File: src/rtl/tx_timer_multi.sv
// ----------------------------------------------------------------------------
// tx_timer_multi
//   Interval timer for the slave TX path. One of NUM_SEEDS timeout intervals
//   is picked from TIMEOUT_TABLE when a run starts. The timer runs either
//   one-shot or periodic (auto-reload). The selected seed and mode are latched
//   at start, so later changes on TimerSeed/Periodic only matter after the
//   timer has gone back to idle.
//
//   Optional feature macro: TIMER_PAUSE_EN (adds the Pause input).
//
// Ports
//   clk        system clock
//   rst        asynchronous reset, active-high
//   TimerEn    run request; low returns the timer to idle and clears it
//   TimerSeed  interval select, sampled only on the start edge
//   Periodic   1 = reload after each expiry, 0 = one-shot; sampled on start
//   Pause      (TIMER_PAUSE_EN only) freezes the counter while running
//   Timeout    registered one-cycle pulse at interval expiry
//   Busy       high while the timer is running
//   Count      live counter value
// ----------------------------------------------------------------------------
module tx_timer_multi #(
    parameter int NUM_SEEDS = 4,
    parameter int SEED_W    = 2,
    parameter int CNT_W     = 16,
    parameter logic [NUM_SEEDS*CNT_W-1:0] TIMEOUT_TABLE =
        {16'd44, 16'd59, 16'd29, 16'd14}
) (
    input  logic              clk,
    input  logic              rst,
    input  logic              TimerEn,
    input  logic [SEED_W-1:0] TimerSeed,
    input  logic              Periodic,
`ifdef TIMER_PAUSE_EN
    input  logic              Pause,
`endif
    output logic              Timeout,
    output logic              Busy,
    output logic [CNT_W-1:0]  Count
);

    typedef enum logic [1:0] {
        IDLE = 2'd0,
        RUN  = 2'd1,
        DONE = 2'd2
    } state_t;

    state_t              state_q, state_d;
    logic [CNT_W-1:0]    counter_q, counter_d;
    logic                timeout_q, timeout_d;
    logic [SEED_W-1:0]   seed_q, seed_d;
    logic                per_q, per_d;

    logic                pause_run;
    logic [CNT_W-1:0]    step_lim;
    logic                step_per;
    logic [CNT_W-1:0]    step_cnt;
    logic                step_en;

`ifdef TIMER_PAUSE_EN
    assign pause_run = Pause;
`else
    assign pause_run = 1'b0;
`endif

    // Table lookup: out-of-range seeds clamp to the last entry, and a zero
    // entry is treated as a one-cycle interval so the counter never needs
    // to compare against zero.
    function automatic logic [CNT_W-1:0] limit_of(input logic [SEED_W-1:0] sel);
        int               idx;
        logic [CNT_W-1:0] raw;
        idx = int'(sel);
        if (idx > NUM_SEEDS - 1) begin
            idx = NUM_SEEDS - 1;
        end
        raw = TIMEOUT_TABLE[idx*CNT_W +: CNT_W];
        return (raw == '0) ? CNT_W'(1) : raw;
    endfunction

    // Next-state logic. The start edge out of IDLE already counts as the
    // first enabled edge, so IDLE and RUN share the same count step, just
    // with the limit/mode taken from the live inputs instead of the latches.
    always_comb begin
        state_d   = state_q;
        counter_d = counter_q;
        timeout_d = 1'b0;
        seed_d    = seed_q;
        per_d     = per_q;
        step_lim  = limit_of(seed_q);
        step_per  = per_q;
        step_cnt  = counter_q;
        step_en   = 1'b0;

        if (!TimerEn) begin
            state_d   = IDLE;
            counter_d = CNT_W'(1);
        end else begin
            case (state_q)
                IDLE: begin
                    seed_d   = TimerSeed;
                    per_d    = Periodic;
                    step_lim = limit_of(TimerSeed);
                    step_per = Periodic;
                    step_cnt = CNT_W'(1);
                    step_en  = 1'b1;
                end
                RUN: begin
                    step_en = !pause_run;
                end
                DONE: begin
                    counter_d = '0;
                end
                default: begin
                    state_d   = IDLE;
                    counter_d = CNT_W'(1);
                end
            endcase

            if (step_en) begin
                if (step_cnt >= step_lim) begin
                    timeout_d = 1'b1;
                    if (step_per) begin
                        state_d   = RUN;
                        counter_d = CNT_W'(1);
                    end else begin
                        state_d   = DONE;
                        counter_d = '0;
                    end
                end else begin
                    state_d   = RUN;
                    counter_d = step_cnt + CNT_W'(1);
                end
            end
        end
    end

    // State and output registers; reset aborts any run without a pulse.
    always_ff @(posedge clk or posedge rst) begin
        if (rst) begin
            state_q   <= IDLE;
            counter_q <= CNT_W'(1);
            timeout_q <= 1'b0;
            seed_q    <= '0;
            per_q     <= 1'b0;
        end else begin
            state_q   <= state_d;
            counter_q <= counter_d;
            timeout_q <= timeout_d;
            seed_q    <= seed_d;
            per_q     <= per_d;
        end
    end

    assign Timeout = timeout_q;
    assign Busy    = (state_q == RUN);
    assign Count   = counter_q;

endmodule

File: config.mk
export PLATFORM = sky130hd
export DESIGN_NAME = tx_timer_multi
export DESIGN_NICKNAME = d
export VERILOG_FILES = /design/src/rtl/tx_timer_multi.sv
export SDC_FILE = /design/constraint.sdc
export NUM_CORES = 1
export LEC_CHECK = 0
export ABC_AREA = 1
export BUFFER_PORTS_ARGS = -buffer_cell sky130_fd_sc_hd__clkbuf_2
export CORE_ASPECT_RATIO = 0.75
export CORE_UTILIZATION = 37
export DETAILED_ROUTE_END_ITERATION = 8
export PLACE_DENSITY = 0.57
export SLEW_MARGIN = 10
export SYNTH_ARGS = -nofsm -noshare
export SYNTH_HDL_FRONTEND = slang
export SYNTH_SLANG_ARGS = --single-unit
export TNS_END_PERCENT = 10
File: constraint.sdc
create_clock -name clk -period 2.6 [get_ports clk]
set_input_delay 0 -clock clk [delete_from_list [all_inputs] [get_ports clk]]
set_output_delay 0 -clock clk [all_outputs]
set_load 0.02 [all_outputs]
==> out/metrics.csv <==
metric,value,unit
timing.slew.headroom,0.422,
status,completed,
cp.arrival,2380,ps
grt_usage,0.134,
period_needed,2180,ps
setup_violations,0,
cpPeakStageDelay,410,ps
power.density,873,nW/µm²
gp_congestion,0.862,
setup_tns,0,ps
yosysTopAreaCellShare,0.416,
cts_sinks,22,
cp_max_fo,6,
clk_path_buf_depth,2,
top_level_ports,24,
clkTransAtPathRegs,80,ps
ant_nets,0,
r2r-start,seed_q[1]$_DFFE_PP0P_,
leakage,0.816,nW
grt_pass1_wl,3730,µm
clk_latency,260,ps
cts_hold_buf,1,
hold_path_end,seed_q[1]$_DFFE_PP0P_,
crit_start,seed_q[1]$_DFFE_PP0P_,
post_synth_num_cell_types,28,
fillers,309,
nNetsFinal,195,
postSynth.asyncResetShare,1.00,
worst_path_dominant_cell_family,simple AND/OR/NAND/NOR gates,
critPathRequiredTime,2800,ps
hold_depth,3,
grt.overflow.total,0,
dpl.hpwl,1780,µm
drt-total-wl,2280,µm
clock_skew,5.30,ps
initial_core_util,0.409,
synth-edff-count,0,
synth_common_cells,"nand2_1, inv_1, dfrtp_1",
vias,956,
syn_avg_cell_area,8.89,µm²
cts_resized,0,
ys_top_cells_by_area,"dfrtp_1, ha_1, nand2_1, inv_1, nor2_2",
dieArea,3650,µm²
cpMostUsedCell,inv_1,
drive_gt1_frac,0.287,
path_class,flop to flop,
path_cells,inv_1 -> ha_1 -> inv_1 -> o21ai_0 -> inv_1 -> ha_1 -> a21oi_1 -> nand3_1 -> nor2_2 -> nand3_2 -> inv_2 -> nand2_4 -> nor2_2,
fp.dieW,69.5,µm
max-vdd-ir-drop,0.000646,V
worstMarginPinSlew,866,ps
r2r_end,Count[2]$_DFF_PP0_,
reg2reg_depth,13,
dr.pass1.iters,4,
antenna_cells,0,
drt_iter0_markers,31,
hold_viol,0,
drv_slew,0,
yosys_warnings,0,
fp.dieH,52.6,µm
htreeDepth,1,
cts_buffers,3,
synth_area,1260,µm²
dpl_worst_slack,432,ps
cts_setup_buffers,0,
grt_setup_unrepaired,false,
synth_flop_cell,dfrtp_1,
row_count,17,
synth_seq_cells,22,
hp-class,input pin to flop,
path_buf_inv,4,
area_growth,20.4,%
yosysSeqAreaShare,0.437,
portBuffers,23,
critPathSlowestCell,dfrtp_1,
hold_start,TimerSeed[1],
worst_setup_path_start_kind,flop,
maxCapViolations,0,
fmax,459,MHz
cp-end-kind,flop,
avgRoutedWirePerCell,10.5,µm
drc,0,
synth.most_common_cell,nand2_1,
synthCells,142,
synth_top_area_cell,dfrtp_1,
finalWorstSetupSlack,420,ps
reg2reg_slack,420,ps
period_share,0.838,
antenna_found_initial,0,
core_area,3080,µm²
clockRootBuffer,clkbuf_8,
grt_max_degree,23,
cts_tree,built,
grt_pass1_vias,837,
via_per_inst,4.43,
-- worst register-to-register path, delay by kind of cell (launching register included) --
kind	cells	cell delay, ps
AO/OA/AOI/OAI	2	450
AND/OR/NAND/NOR	5	530
buffers and inverters	4	270
flip-flops	1	410
adder cells (fa/ha/maj)	2	450
-- power breakdown --
part / internal [W] / leakage [nW] / switching, W / total [W]
sequential: 0.000407 / 0.275 / 0.0000611 / 0.000468
combinational: 0.000219 / 0.512 / 0.000399 / 0.000618
clock: 0.000135 / 0.0288 / 0.000106 / 0.000240
-- cell usage in the layout, fill, tap and decap left out, drive strengths merged --
master	count
a21oi	5
buf	1
conb	9
o31ai	1
nand2	29
nand3	6
dfrtp	21
mux2i	1
o21a	1
nor3	1
xor2	3
xnor2	2
dfstp	1
clkbuf	27
ha	10
o21ai	10
dlygate4sd3	1
o32ai	1
inv	27
nor2	21
-- how the worst max path moves through the flow --
stage,endpoint,cells after the start
after global routing,Count[3]$_DFF_PP0_,13
after floorplan,Count[1]$_DFF_PP0_,13
final,Count[2]$_DFF_PP0_,13
after CTS,Count[2]$_DFF_PP0_,13
after global placement,Count[2]$_DFF_PP0_,13
after detailed placement,Count[2]$_DFF_PP0_,13
-- sequential cells by signal (all words and copies together) (netlist names) --
name	flops
Count	16
seed_q	2
state_q	2
Timeout	1
per_q	1
-- metrics by stage --
stage / instances / hold slack [ps] / area (µm²) / total power, W / utilization
2_1_floorplan: 150 / -11.5 / 1290 / 0.000958 / -
3_3_place_gp: 211 / 178 / 1460 / 0.00109 / 0.472
3_5_place_dp: 211 / 200 / 1460 / 0.00110 / 0.472
4_1_cts: 216 / 40.4 / 1520 / 0.00135 / 0.493
5_1_grt: 216 / 63.4 / 1520 / 0.00145 / 0.493
6_report: 216 / 49.8 / 1520 / 0.00133 / 0.493
-- area by class of cell --
type	count	area, µm²	share of cell area
multi-input cells	100	632	0.416
flip-flops and latches	22	552	0.363
repair buffers	25	133	0.0872
inverters	27	101	0.0667
clock buffers	4	55.1	0.0362
well taps	38	47.5	0.0313
-- layer usage --
| layer | wire, µm | track usage | up-vias |
|---|---|---|---|
| met2 | 952 | 0.199 | 17 |
| met1 | 1210 | 0.189 | 436 |
| met3 | 105 | 0.0500 | 2 |
| met5 | 0 | 0 | - |
| met4 | 13 | 0.0204 | 0 |
| li1 | - | - | 501 |
-- cell families (layout without fill, tap and decap cells) --
logic type	after synthesis	after routing	synth area share
mux	1	1	0.00793
buf+inv	28	56	0.0862
fa+ha+maj	10	10	0.0991
other cells	1	9	0.00297
flops	22	22	0.437
compound gates	18	18	0.0813
simple gates	57	57	0.251
xor+xnor	5	5	0.0347
No activity file was read; power rests on OpenSTA's default activity.
